File: src/rtl/issue_rename_if.sv
// issue_rename_if: decode, reservation-station, CDB and commit signals of the issue/rename stage
interface issue_rename_if #(
  parameter int NREG = 16,
  parameter int ROB_DEPTH = 8,
  parameter int DATA_W = 16,
  parameter int FUNC_W = 4
);
  localparam int RW = $clog2(NREG);
  localparam int TW = $clog2(ROB_DEPTH);
  logic in_valid, in_ready;
  logic [RW-1:0] in_rs1, in_rs2, in_rd;
  logic [FUNC_W-1:0] in_func;
  logic rs_valid;
  logic [1:0] rs_class;
  logic [FUNC_W-1:0] rs_func;
  logic [TW-1:0] rs_rob_tag;
  logic rs_rdy1, rs_rdy2;
  logic [DATA_W-1:0] rs_val1, rs_val2;
  logic [TW-1:0] rs_tag1, rs_tag2;
  logic [2:0] rs_free;
  logic cdb_valid;
  logic [TW-1:0] cdb_tag;
  logic [DATA_W-1:0] cdb_data;
  logic commit_valid;
  logic [TW-1:0] commit_tag;
  logic [RW-1:0] commit_rd;
  logic [DATA_W-1:0] commit_data;
  modport slave (
    input in_valid, in_rs1, in_rs2, in_rd, in_func, rs_free, cdb_valid, cdb_tag, cdb_data,
    output in_ready, rs_valid, rs_class, rs_func, rs_rob_tag, rs_rdy1, rs_rdy2, rs_val1, rs_val2,
    rs_tag1, rs_tag2, commit_valid, commit_tag, commit_rd, commit_data
  );
  modport master (
    output in_valid, in_rs1, in_rs2, in_rd, in_func, rs_free, cdb_valid, cdb_tag, cdb_data,
    input in_ready, rs_valid, rs_class, rs_func, rs_rob_tag, rs_rdy1, rs_rdy2, rs_val1, rs_val2,
    rs_tag1, rs_tag2, commit_valid, commit_tag, commit_rd, commit_data
  );
endinterface

File: src/rtl/issue_rename_unit.sv
// issue_rename_unit: Tomasulo issue stage with RAT renaming, ROB allocation and in-order commit
// Define ISSUE_CDB_BYPASS_EN to forward a same-cycle CDB result into issuing operands.
module issue_rename_unit #(
  parameter int NREG = 16,
  parameter int ROB_DEPTH = 8,
  parameter int RS_PER_CLASS = 3,
  parameter int DATA_W = 16,
  parameter int FUNC_W = 4
) (
  input logic clk1,
  input logic rst,
  issue_rename_if.slave bus
);
  localparam int RW = $clog2(NREG);
  localparam int TW = $clog2(ROB_DEPTH);
  localparam int OW = $clog2(RS_PER_CLASS + 1);
  logic [DATA_W-1:0] regfile [NREG];
  logic rat_busy [NREG];
  logic [TW-1:0] rat_tag [NREG];
  logic [RW-1:0] rob_rd [ROB_DEPTH];
  logic rob_dest [ROB_DEPTH];
  logic rob_done [ROB_DEPTH];
  logic [DATA_W-1:0] rob_val [ROB_DEPTH];
  logic [TW:0] head, tail;
  logic [OW-1:0] occ [3];
  logic [1:0] fcls, cls;
  logic [RW-1:0] src [2];
  logic rdy [2];
  logic hit [2];
  logic [DATA_W-1:0] val [2];
  logic [TW-1:0] tag [2];
  logic [TW-1:0] hi, ti;
  logic full, stall, fire, do_commit;
  assign hi = head[TW-1:0];
  assign ti = tail[TW-1:0];
  assign fcls = bus.in_func[FUNC_W-1 -: 2];
  assign cls = fcls == 2'b11 ? 2'b00 : fcls;
  assign src[0] = bus.in_rs1;
  assign src[1] = bus.in_rs2;
  always_comb begin
    for (int i = 0; i < 2; i++) begin
      tag[i] = rat_tag[src[i]];
      hit[i] = bus.cdb_valid && rat_busy[src[i]] && bus.cdb_tag == tag[i];
`ifdef ISSUE_CDB_BYPASS_EN
      rdy[i] = !rat_busy[src[i]] || hit[i] || rob_done[tag[i]];
      val[i] = !rat_busy[src[i]] ? regfile[src[i]] : hit[i] ? bus.cdb_data : rob_val[tag[i]];
`else
      rdy[i] = !rat_busy[src[i]] || rob_done[tag[i]];
      val[i] = !rat_busy[src[i]] ? regfile[src[i]] : rob_val[tag[i]];
`endif
    end
  end
`ifdef ISSUE_CDB_BYPASS_EN
  assign stall = 1'b0;
`else
  // without bypass, hold the instruction one cycle so it picks the result up from the ROB
  assign stall = hit[0] || hit[1];
`endif
  assign full = hi == ti && head[TW] != tail[TW];
  assign bus.in_ready = !rst && !full && occ[cls] < OW'(RS_PER_CLASS) && !stall;
  assign fire = bus.in_valid && bus.in_ready;
  assign do_commit = head != tail && rob_done[hi];
  assign bus.rs_valid = fire;
  assign bus.rs_class = cls;
  assign bus.rs_func = bus.in_func;
  assign bus.rs_rob_tag = ti;
  assign bus.rs_rdy1 = rdy[0];
  assign bus.rs_rdy2 = rdy[1];
  assign bus.rs_val1 = val[0];
  assign bus.rs_val2 = val[1];
  assign bus.rs_tag1 = tag[0];
  assign bus.rs_tag2 = tag[1];
  always_ff @(posedge clk1) begin
    if (rst) begin
      for (int i = 0; i < NREG; i++) begin
        regfile[i] <= '0;
        rat_busy[i] <= 1'b0;
        rat_tag[i] <= '0;
      end
      for (int i = 0; i < ROB_DEPTH; i++) rob_done[i] <= 1'b0;
      for (int i = 0; i < 3; i++) occ[i] <= '0;
      head <= '0;
      tail <= '0;
      bus.commit_valid <= 1'b0;
      bus.commit_tag <= '0;
      bus.commit_rd <= '0;
      bus.commit_data <= '0;
    end else begin
      for (int c = 0; c < 3; c++)
        occ[c] <= occ[c] + OW'(fire && cls == 2'(c)) - OW'(bus.rs_free[c] && occ[c] != '0);
      if (bus.cdb_valid) begin
        rob_done[bus.cdb_tag] <= 1'b1;
        rob_val[bus.cdb_tag] <= bus.cdb_data;
      end
      bus.commit_valid <= do_commit;
      if (do_commit) begin
        if (rob_dest[hi]) regfile[rob_rd[hi]] <= rob_val[hi];
        if (rat_tag[rob_rd[hi]] == hi) rat_busy[rob_rd[hi]] <= 1'b0;
        rob_done[hi] <= 1'b0;
        head <= head + (TW+1)'(1);
        bus.commit_tag <= hi;
        bus.commit_rd <= rob_rd[hi];
        bus.commit_data <= rob_val[hi];
      end
      // placed after commit so a same-cycle rename of the retiring rd keeps it busy
      if (fire) begin
        rob_rd[ti] <= bus.in_rd;
        rob_dest[ti] <= cls != 2'd2;
        rob_done[ti] <= 1'b0;
        tail <= tail + (TW+1)'(1);
        if (cls != 2'd2) begin
          rat_busy[bus.in_rd] <= 1'b1;
          rat_tag[bus.in_rd] <= ti;
        end
      end
    end
  end
endmodule
File: src/flat_wrapper.sv
// flat-port wrapper written by rule: the top's interface ports become plain ports
module issue_rename_unit_flat 
#(
  parameter int NREG = 16,
  parameter int ROB_DEPTH = 8,
  parameter int RS_PER_CLASS = 3,
  parameter int DATA_W = 16,
  parameter int FUNC_W = 4
)
  (clk1, rst, bus_in_valid, bus_in_rs1, bus_in_rs2, bus_in_rd, bus_in_func, bus_rs_free, bus_cdb_valid, bus_cdb_tag, bus_cdb_data, bus_in_ready, bus_rs_valid, bus_rs_class, bus_rs_func, bus_rs_rob_tag, bus_rs_rdy1, bus_rs_rdy2, bus_rs_val1, bus_rs_val2, bus_rs_tag1, bus_rs_tag2, bus_commit_valid, bus_commit_tag, bus_commit_rd, bus_commit_data);
  issue_rename_if #(.NREG(NREG), .ROB_DEPTH(ROB_DEPTH), .DATA_W(DATA_W), .FUNC_W(FUNC_W)) bus_i ();
  input logic clk1;
  input logic rst;
  input wire logic [$bits(bus_i.in_valid)-1:0] bus_in_valid;
  input wire logic [$bits(bus_i.in_rs1)-1:0] bus_in_rs1;
  input wire logic [$bits(bus_i.in_rs2)-1:0] bus_in_rs2;
  input wire logic [$bits(bus_i.in_rd)-1:0] bus_in_rd;
  input wire logic [$bits(bus_i.in_func)-1:0] bus_in_func;
  input wire logic [$bits(bus_i.rs_free)-1:0] bus_rs_free;
  input wire logic [$bits(bus_i.cdb_valid)-1:0] bus_cdb_valid;
  input wire logic [$bits(bus_i.cdb_tag)-1:0] bus_cdb_tag;
  input wire logic [$bits(bus_i.cdb_data)-1:0] bus_cdb_data;
  output wire logic [$bits(bus_i.in_ready)-1:0] bus_in_ready;
  output wire logic [$bits(bus_i.rs_valid)-1:0] bus_rs_valid;
  output wire logic [$bits(bus_i.rs_class)-1:0] bus_rs_class;
  output wire logic [$bits(bus_i.rs_func)-1:0] bus_rs_func;
  output wire logic [$bits(bus_i.rs_rob_tag)-1:0] bus_rs_rob_tag;
  output wire logic [$bits(bus_i.rs_rdy1)-1:0] bus_rs_rdy1;
  output wire logic [$bits(bus_i.rs_rdy2)-1:0] bus_rs_rdy2;
  output wire logic [$bits(bus_i.rs_val1)-1:0] bus_rs_val1;
  output wire logic [$bits(bus_i.rs_val2)-1:0] bus_rs_val2;
  output wire logic [$bits(bus_i.rs_tag1)-1:0] bus_rs_tag1;
  output wire logic [$bits(bus_i.rs_tag2)-1:0] bus_rs_tag2;
  output wire logic [$bits(bus_i.commit_valid)-1:0] bus_commit_valid;
  output wire logic [$bits(bus_i.commit_tag)-1:0] bus_commit_tag;
  output wire logic [$bits(bus_i.commit_rd)-1:0] bus_commit_rd;
  output wire logic [$bits(bus_i.commit_data)-1:0] bus_commit_data;
  assign bus_i.in_valid = bus_in_valid;
  assign bus_i.in_rs1 = bus_in_rs1;
  assign bus_i.in_rs2 = bus_in_rs2;
  assign bus_i.in_rd = bus_in_rd;
  assign bus_i.in_func = bus_in_func;
  assign bus_i.rs_free = bus_rs_free;
  assign bus_i.cdb_valid = bus_cdb_valid;
  assign bus_i.cdb_tag = bus_cdb_tag;
  assign bus_i.cdb_data = bus_cdb_data;
  assign bus_in_ready = bus_i.in_ready;
  assign bus_rs_valid = bus_i.rs_valid;
  assign bus_rs_class = bus_i.rs_class;
  assign bus_rs_func = bus_i.rs_func;
  assign bus_rs_rob_tag = bus_i.rs_rob_tag;
  assign bus_rs_rdy1 = bus_i.rs_rdy1;
  assign bus_rs_rdy2 = bus_i.rs_rdy2;
  assign bus_rs_val1 = bus_i.rs_val1;
  assign bus_rs_val2 = bus_i.rs_val2;
  assign bus_rs_tag1 = bus_i.rs_tag1;
  assign bus_rs_tag2 = bus_i.rs_tag2;
  assign bus_commit_valid = bus_i.commit_valid;
  assign bus_commit_tag = bus_i.commit_tag;
  assign bus_commit_rd = bus_i.commit_rd;
  assign bus_commit_data = bus_i.commit_data;
  issue_rename_unit #(.NREG(NREG), .ROB_DEPTH(ROB_DEPTH), .RS_PER_CLASS(RS_PER_CLASS), .DATA_W(DATA_W), .FUNC_W(FUNC_W)) u_core (.clk1(clk1), .rst(rst), .bus(bus_i));
endmodule
File: config.mk
export PLATFORM = sky130hd
export DESIGN_NAME = issue_rename_unit_flat
export DESIGN_NICKNAME = d
export VERILOG_FILES = /design/src/rtl/issue_rename_if.sv /design/src/rtl/issue_rename_unit.sv /design/src/flat_wrapper.sv
export SDC_FILE = /design/constraint.sdc
export NUM_CORES = 1
export LEC_CHECK = 0
export ABC_CLOCK_PERIOD_IN_PS = 7050
export BUFFER_PORTS_ARGS = -buffer_cell sky130_fd_sc_hd__buf_2
export CAP_MARGIN = 30
export CORE_ASPECT_RATIO = 1.4
export CORE_UTILIZATION = 60
export CTS_CLUSTER_DIAMETER = 50
export DETAILED_ROUTE_END_ITERATION = 16
export GPL_ROUTABILITY_DRIVEN = 1
export HOLD_SLACK_MARGIN = 0.02
export PLACE_DENSITY = 0.78
export RECOVER_POWER = 100
export SLEW_MARGIN = 25
export SYNTH_ARGS = -nofsm -noshare
export SYNTH_HDL_FRONTEND = slang
export SYNTH_SLANG_ARGS = --single-unit
File: constraint.sdc
create_clock -name clk1 -period 7.05 [get_ports clk1]
set_input_delay 0.705 -clock clk1 [delete_from_list [all_inputs] [get_ports clk1]]
set_output_delay 0.705 -clock clk1 [all_outputs]
set_load 0.005 [all_outputs]
-- Word-level counts from Yosys, hierarchy flattened
Memory sizes are Yosys's and may differ from the RTL's. A register that Yosys moved wholly into a read port is not among the register bits.
Cells that the tools add are included.
- add/subtract/negate cells: 8
- order comparisons: 1
- eq/ne operators: 10
- muxes and demuxes: 59
- bitwise gates (word level): 3
- reduce and logical (&&, ||, !) cells: 35
- operators by type and width (kind ; number):
    2-to-1 mux 16 bit ; 3
    2-to-1 mux 1 bit ; 36
    2-to-1 mux 3 bit ; 12
    logical AND 1 bit ; 16
    2-to-1 mux 4 bit ; 4
    OR reduction 16 bit ; 1
    == test 3 bit ; 4
    adder 4 x 1 -> 4 bit, second input constant ; 2
    2-to-1 mux 2 bit ; 4
    adder 2 x 1 -> 2 bit ; 3
    nonzero test 2 bit ; 3
    subtractor 2 x 1 -> 2 bit ; 3
    logical NOT 1 bit ; 5
    OR reduction 1 bit ; 5
    == test 2 bit, second input constant ; 2
    inequality test 4 bit ; 1
    logical OR 1 bit ; 3
    OR 1 bit ; 3
    OR reduction 3 bit ; 1
    == test 2 x 1 -> 1 bit, second input constant ; 1
    logical NOT 2 bit ; 1
    < comparator 2 bit, second input constant ; 1
    inequality test 2 bit, second input constant ; 1
    inequality test 1 bit ; 1
- register bits: 32
- bits in writable memories: 502
- bits of input ports: 42
- output and inout port bits: 75
- logic and storage cells: 130
- memories: 8
- memory list (memory ; depth ; bits a word ; read ports ; clocked after Yosys merged registers in ; wr ports ; RTL line ; text):
    u_core.regfile ; 16 ; 16 ; 2 ; 0 ; 16 ; issue_rename_unit.sv:17 ; logic [DATA_W-1:0] regfile [NREG];
    u_core.rob_val ; 8 ; 16 ; 3 ; 1 ; 1 ; issue_rename_unit.sv:23 ; logic [DATA_W-1:0] rob_val [ROB_DEPTH];
    u_core.rat_tag ; 16 ; 3 ; 3 ; 0 ; 16 ; issue_rename_unit.sv:19 ; logic [TW-1:0] rat_tag [NREG];
    u_core.rob_rd ; 8 ; 4 ; 1 ; 1 ; 1 ; issue_rename_unit.sv:20 ; logic [RW-1:0] rob_rd [ROB_DEPTH];
    u_core.rat_busy ; 16 ; 1 ; 2 ; 0 ; 16 ; issue_rename_unit.sv:18 ; logic rat_busy [NREG];
    u_core.rob_dest ; 8 ; 1 ; 1 ; 1 ; 1 ; issue_rename_unit.sv:21 ; logic rob_dest [ROB_DEPTH];
    2 more memories ; - ; - ; - ; - ; - ; - ;

-- Longest topological paths before layout
Gate-level depths: netlist of run 1.
- word-level depth: 12
- gate-level depth with buffers: 14

-- Worst setup path after synthesis of run 1
No wires, ideal clock.
- path type: in2out
- from: input bus_in_rs2[0]
- to: output bus_rs_val2[14]
- arrival: 3.181 ns
- data required time: 6.345 ns
- slack: 3.164 ns
- cell stages on the path: 8
- path through: buf_4 buf_4 buf_1 buf_1 mux4_2 mux4_2 nor2_1 a21oi_1
- word-level cells in the longest chain between the ends: 3
- elaborated cells on any way between the ends: 5
- RTL lines (item ; RTL line ; text):
    start: declaration ; flat_wrapper.sv:16 ; input wire logic [$bits(bus_i.in_rs2)-1:0] bus_in_rs2;
    memory (16 x 3 bit) ; - ;
    memory (8 x 16 bit) ; - ;
    2-to-1 mux 16 bit (*) ; issue_rename_unit.sv:49 ; val[i] = !rat_busy[src[i]] ? regfile[src[i]] : rob_val[tag[i]];
    end: declaration ; flat_wrapper.sv:31 ; output wire logic [$bits(bus_i.rs_val2)-1:0] bus_rs_val2;
Every way passes the cells marked *; elsewhere a longest branch is shown, timed or not.

-- Worst setup path in the final report of run 1
- from: input bus_in_rs1[1]
- to: output bus_rs_valid
- word-level cells in the longest chain between the ends: 7
- elaborated cells on any way between the ends: 9
- RTL lines (item ; RTL line ; text):
    start: declaration ; flat_wrapper.sv:15 ; input wire logic [$bits(bus_i.in_rs1)-1:0] bus_in_rs1;
    memory (16 x 3 bit) or memory (16 x 1 bit) (tied branches) ; - ;
    == test 3 bit or logical AND 1 bit (tied branches) ; issue_rename_unit.sv:43 ; hit[i] = bus.cdb_valid && rat_busy[src[i]] && bus.cdb_tag == tag[i];
    logical AND 1 bit (*) ; issue_rename_unit.sv:43 ;
    logical OR 1 bit (*) ; issue_rename_unit.sv:57 ; assign stall = hit[0] || hit[1];
    logical NOT 1 bit (*) ; issue_rename_unit.sv:60 ; assign bus.in_ready = !rst && !full && occ[cls] < OW'(RS_PER_CLASS) && !stall;
    logical AND 1 bit (*) ; issue_rename_unit.sv:60 ;
    logical AND 1 bit (*) ; issue_rename_unit.sv:61 ; assign fire = bus.in_valid && bus.in_ready;
    end: declaration ; flat_wrapper.sv:24 ; output wire logic [$bits(bus_i.rs_valid)-1:0] bus_rs_valid;
Marks and branches as above.

==> reports/metrics.cfg, run 1 <==
[status]
outcome=finished with violations
violations=capacitance limit, slew limit

[sta]
tns_ns=0
tightest_slew_ns=2.33
rsz0062_at_grt=no
fin_crit_ns=5.87
maxSlewViolCount=182
timing.fmax_mhz=170
relSlewSlack=-0.556
finalHoldViolations=0
skew_ns=0.0208
period_share=0.833
setup_violations=0

[yosys]
synth_mux_area_frac=0.264
synthSimpleGateAreaFrac=0.0960
syn-mean-instance-area_um2=13.5
synth-compound-area-share=0.0576
ys_warn_count=0
syn_area_um2=28700
synth-edff-count=472
synthTopCellsByArea=edfxtp_1 (49%), mux4_2 (19%), nor2_1 (5.9%)
synth_top_area_frac=0.494
ys_ff_latch=537
synth_fa_ha_area_frac=0.00523
synthCells=2131
synth_fp_nets=2185
synth.largest_area_cell=edfxtp_1
synth-seq-area-share=0.539
synth-main-ff-cell=edfxtp_1
synthArstFlopShare=0
ys_types=58
synth_xor_area_frac=0.00610
synth_top_family_by_area=multiplexers

[cells_and_area]
stdcell_area_um2=31600
nNetsFinal=2232
drive_above_1_share=0.236
area_growth_pct=9.91

[power]
p_leak_uw=0.0107
clock_power_share=0.391
power_density_nw_per_um2=242
pwr-share-seq=0.476
share_comb_of_total_power=0.133
netSwitchingFraction=0.251
internal_power_uw=5710
power.net_switching_uw=1920
max-vdd-ir-drop_mv=0.220

[placement]
routabilityCongestion=0.963
port_buffers=112
dpl-instance-area_um2=29900
dpl.hpwl_mm=54.4

[drt]
wl_per_cell_um=30.2
wl_met3_mm=9.70
initialDrtViolationCount=2994
wl_met1_mm=27.9
drtAntennaViolNets=0
wl_mm=86.0
vias=20198
top_layer=met4
first_pass_iters=6
wl_met2_mm=42.7
vias_per_cell=7.08
drc=0

[clock_tree]
clock-sinks=537
postCtsHoldBufs=0
tritoncts=done
insertion_delay_ns=0.60
ctsLongestPathBuffers=3
h-tree-depth=2
cts_buffers=52
cts_root_buf=clkbuf_16
clk_pin_slew_ns=0.06
cts_resized=0
postCtsSetupRepairBufs=0

[critical_path]
path_max_fanout=34
arrival_ns=5.17
critPathSlowestCell=clkbuf_1
crit_type=input port to output pin
worst-r2r-setup-slack_ns=1.48
cp-end-kind=output pin
reg2regPathDepth=6
worstReg2RegEnd=u_core.regfile[4][11]
cp.required_ns=6.34
cp_slowest_stage_delay_ns=1.43
crit_path_start_kind=input port
cp_cell_sequence=buf_2 > clkbuf_1 > mux4_2 > mux2i_1 > mux2i_4 > buf_4 > nand2_1 > o41ai_1 > buf_4 > nor3b_1 > clkbuf_1 > clkbuf_2

[worst_hold_path]
hold_start=bus_cdb_data[2]
min_to=u_core.rob_val[6][2]
min_path_type=input port to flip-flop
hold-path-cell-count=1

[floorplanning]
die_x_um=187
start_util=0.609
die-area_um2=48800
placementRows=94
die_h_um=261
io_pins=117
core_area_um2=47200

[grt]
antenna_found_initial=6
gr-total-overflow=0
grt_pass1_vias=19999
track_usage=0.350
grt_max_degree=58
grt_pass1_wl_mm=124

[job]
drv_cap=8

[critical path, delay by kind of cell]
| family | cells | cell delay (ns) |
|---|---|---|
| buffers and inverters | 6 | 3.03 |
| multiplexers | 3 | 0.76 |
| AND/OR/NAND/NOR | 2 | 0.18 |
| AO/OA/AOI/OAI | 1 | 0.44 |
[sequential cells by signal, summed over array words and instances (netlist names), 4 cells and up, named ones only]
register,flops
u_core.rob_dest,8
u_core.rob_rd,32
u_core.rat_busy,16
u_core.rob_val,128
u_core.tail,4
u_core.regfile,256
u_core.bus.commit_data,16
u_core.bus.commit_rd,4
u_core.rat_tag,48
u_core.head,4
u_core.rob_done,8
u_core.occ,6
[power by group through the flow]
stage                     clock network [µW]  registers [µW]  logic [µW]
after global routing                    3100            3640        1070
after detailed placement                   0            3690         993
final                                   2990            3630        1010
after CTS                               2980            3630         999
after floorplan                            0            3660         690
after global placement                     0            3680         959
[worst max-delay path by stage]
stage | start | end | slack [ns] | cells after the start
floorplan | bus_in_rs2[0] | bus_rs_val2[14] | 3.16 | 8
global placement | bus_in_rs1[1] | u_core.rat_tag[1][0] | 1.99 | 11
detailed placement | bus_in_rs1[1] | u_core.rob_rd[4][0] | 1.92 | 11
CTS | bus_in_rs1[1] | bus_rs_val1[13] | 1.99 | 11
global route | bus_in_rs1[1] | bus_rs_val1[13] | 1.00 | 12
finish | bus_in_rs1[1] | bus_rs_valid | 1.18 | 12
[cell usage in the layout (no fill, tap or decap), types with 54 or more instances in the layout]
cell and instances:
nor2_1 450, clkbuf_1 101, a211oi_1 54, edfxtp_1 472
clkbuf_16 56, mux2i_1 113, mux4_2 244, dfxtp_1 63
nand2_1 97, mux2_2 69, a21oi_1 133
[synthesized netlist by cell type, drive strengths merged, types with 5 or more instances]
master  count
a221oi     15
clkbuf    128
o21ai       5
nor3       14
nand2      98
nor2      452
buf        65
mux4      244
nand2b      5
ha         12
and3        8
inv        21
edfxtp    472
a22oi      17
xnor2      11
mux2       74
xor2        9
nor4        5
and2        7
nand3      16
a211oi     54
dfxtp      65
nor3b       8
mux2i     125
nor2b      21
a21oi     133
[layout make-up]
cell class,count,area [µm²]
diodes,5,12.5
clock buffers,74,1520
clock inverters,24,302
fillers,3268,15600
inverters,21,78.8
multi-input cells,1380,12400
flip-flops and latches,537,15500
well taps,624,781
repair buffers,186,1010
[metal layers]
layer  track usage  vias to the layer above
met5             0                        -
met4         0.219                        0
met3        0.0702                      314
met2         0.589                     1576
met1         0.418                    10035
li1              -                     8273
[through the flow]
step	hold WS [ns]	util	instances	worst slack, ns	power, µW
floorplan	0.455	-	2131	3.16	4350
global placement	0.464	0.630	2720	1.99	4640
detailed placement	0.491	0.634	2732	1.92	4690
CTS	0.349	0.673	2830	1.99	7610
global route	0.449	0.669	2847	1.00	7800
finish	0.451	0.669	2851	1.18	7630
[cells by family after synthesis]
logic type,after synthesis
multiplexers,443
AND/OR/NAND/NOR,652
adder cells (fa/ha/maj),12
buffers and inverters,214
flip-flops,537
AO/OA/AOI/OAI,253
XOR/XNOR,20
No activity file was read; power rests on OpenSTA's default activity.
==> inputs of run 2 (changes only) <==
- ABC_CLOCK_PERIOD_IN_PS: 7050 -> 6060
- clock period: 7.05 -> 6.06 ns (I/O delays scaled with it)
==> reports/metrics.cfg, run 2 (synthesized netlist as in run 1, its figures left out) <==
[critical_path]
crit_path_start_kind=flip-flop
path_max_fanout=35
arrival_ns=5.48
crit_type=flip-flop to flip-flop
reg2regPathDepth=9
worst-r2r-setup-slack_ns=0.71
cp.required_ns=6.19
cp-endpoint=u_core.regfile[2][3]
worstReg2RegEnd=u_core.regfile[2][3]
cp-end-kind=flip-flop

[drt]
wl_met3_mm=9.63
wl_mm=86.8
drc=0
wl_met1_mm=27.5
drtAntennaViolNets=0
first_pass_iters=6
initialDrtViolationCount=2758
vias_per_cell=7.15
wl_met2_mm=42.9
top_layer=met4
vias=20363
wl_per_cell_um=30.5

[cells_and_area]
n_fill_cell=3250
area_growth_pct=9.55
reg_top3=u_core.regfile x256, u_core.rob_val x128, u_core.rat_tag x48
regArea_um2=15500
multi_input_area_um2=12400
drive_above_1_share=0.236
final_cell_mix=edfxtp_1 (472), nor2_1 (450), mux4_2 (244)
largest-register=u_core.regfile
largest_reg_flops=256
nNetsFinal=2228
layout_commonest_cell=edfxtp_1

[status]
outcome=finished with violations
violations=capacitance limit, slew limit

[floorplanning]
io_pins=117
die-area_um2=48800
core_area_um2=47200
placementRows=94
start_util=0.609
die_x_um=187
die_h_um=261

[grt]
grt_pass1_wl_mm=127
grt_pass1_vias=20463
antenna_found_initial=6
grt_max_degree=71
gr-total-overflow=0
track_usage=0.359

[power]
share_comb_of_total_power=0.135
netSwitchingFraction=0.255
internal_power_uw=6530
p_leak_uw=0.0107
pwr-share-seq=0.482
power.net_switching_uw=2230
clock_power_share=0.383
max-vdd-ir-drop_mv=0.243
power_density_nw_per_um2=279

[clock_tree]
postCtsSetupRepairBufs=0
ctsLongestPathBuffers=3
cts_buffers=52
postCtsHoldBufs=0
cts_root_buf=clkbuf_16
cts_resized=0
clock-sinks=537
h-tree-depth=2
tritoncts=done
clk_pin_slew_ns=0.07
insertion_delay_ns=0.62

[sta]
setup_violations=0
fin_crit_ns=5.35
skew_ns=0.0270
fin_ws_ns=0.708
tightest_slew_ns=2.37
relSlewSlack=-0.580
hold_slack_ns=0.336
tns_ns=0
timing.fmax_mhz=187
finalHoldViolations=0
rsz0062_at_grt=no
maxSlewViolCount=342
period_share=0.883

[placement]
port_buffers=112
pre_cts_slack_ns=1.23
routabilityCongestion=0.977
dpl.hpwl_mm=55.7

[worst_hold_path]
min_path_type=input port to flip-flop

[job]
drv_cap=10

run 2: changes by cell type in the layout (fill, tap and decap cells not counted), sizes merged:
cell	previous run	this run
diode	5	6
clkinv	14	24
clkbuf	173	160
inv	25	22
buf	87	89
run 2: layout make-up:
class / count / area share
repair buffers: 182 / 0.0309
multi-input cells: 1380 / 0.394
diodes: 6 / 0.000477
clock inverters: 31 / 0.0106
flip-flops and latches: 537 / 0.492
inverters: 21 / 0.00251
well taps: 624 / 0.0248
clock buffers: 67 / 0.0448
run 2: how the worst min path moves through the flow:
stage | endpoint | slack (ns) | from | cells past startpoint
floorplan | u_core.tail[3] | 0.45 | u_core.tail[3] | 1
global placement | u_core.tail[3] | 0.46 | u_core.tail[3] | 1
detailed placement | u_core.bus.commit_tag[1] | 0.48 | u_core.bus.commit_tag[1] | 2
CTS | u_core.rob_val[7][3] | 0.22 | bus_cdb_data[3] | 1
global route | u_core.rob_val[6][3] | 0.33 | bus_cdb_data[3] | 1
finish | u_core.rob_val[0][0] | 0.34 | bus_cdb_data[0] | 1
run 2: stage by stage:
| step | area (µm²) | std cells | util | power, µW |
|---|---|---|---|---|
| after floorplan | 28700 | 2131 | - | 5060 |
| after global placement | 29800 | 2734 | 0.633 | 5410 |
| after detailed placement | 30000 | 2738 | 0.635 | 5460 |
| after CTS | 31700 | 2836 | 0.672 | 8760 |
| after global routing | 31500 | 2845 | 0.667 | 8960 |
| final | 31500 | 2848 | 0.667 | 8760 |
run 2: power by group through the flow:
stage / clock network (µW) / registers (µW) / logic [µW]
finish: 3360 / 4230 / 1180
detailed placement: 0 / 4300 / 1160
floorplan: 0 / 4260 / 802
global placement: 0 / 4280 / 1130
CTS: 3360 / 4220 / 1170
global route: 3490 / 4230 / 1240
run 2: per-layer routing:
| metal | up-vias | track usage |
|---|---|---|
| met2 | 1616 | 0.603 |
| met4 | 0 | 0.246 |
| li1 | 8281 | - |
| met5 | - | 0 |
| met3 | 373 | 0.0765 |
| met1 | 10093 | 0.417 |
run 2: critical path, cell delays in order (launching register included):
cell and delay (ns):
dfxtp_1 1.22, mux2_2 0.35, o22ai_1 0.08, a221oi_1 0.34, buf_4 0.34, nor2b_1 0.15
and3_1 0.25, nand2_1 0.09, clkbuf_1 1.18, nand2_2 0.85
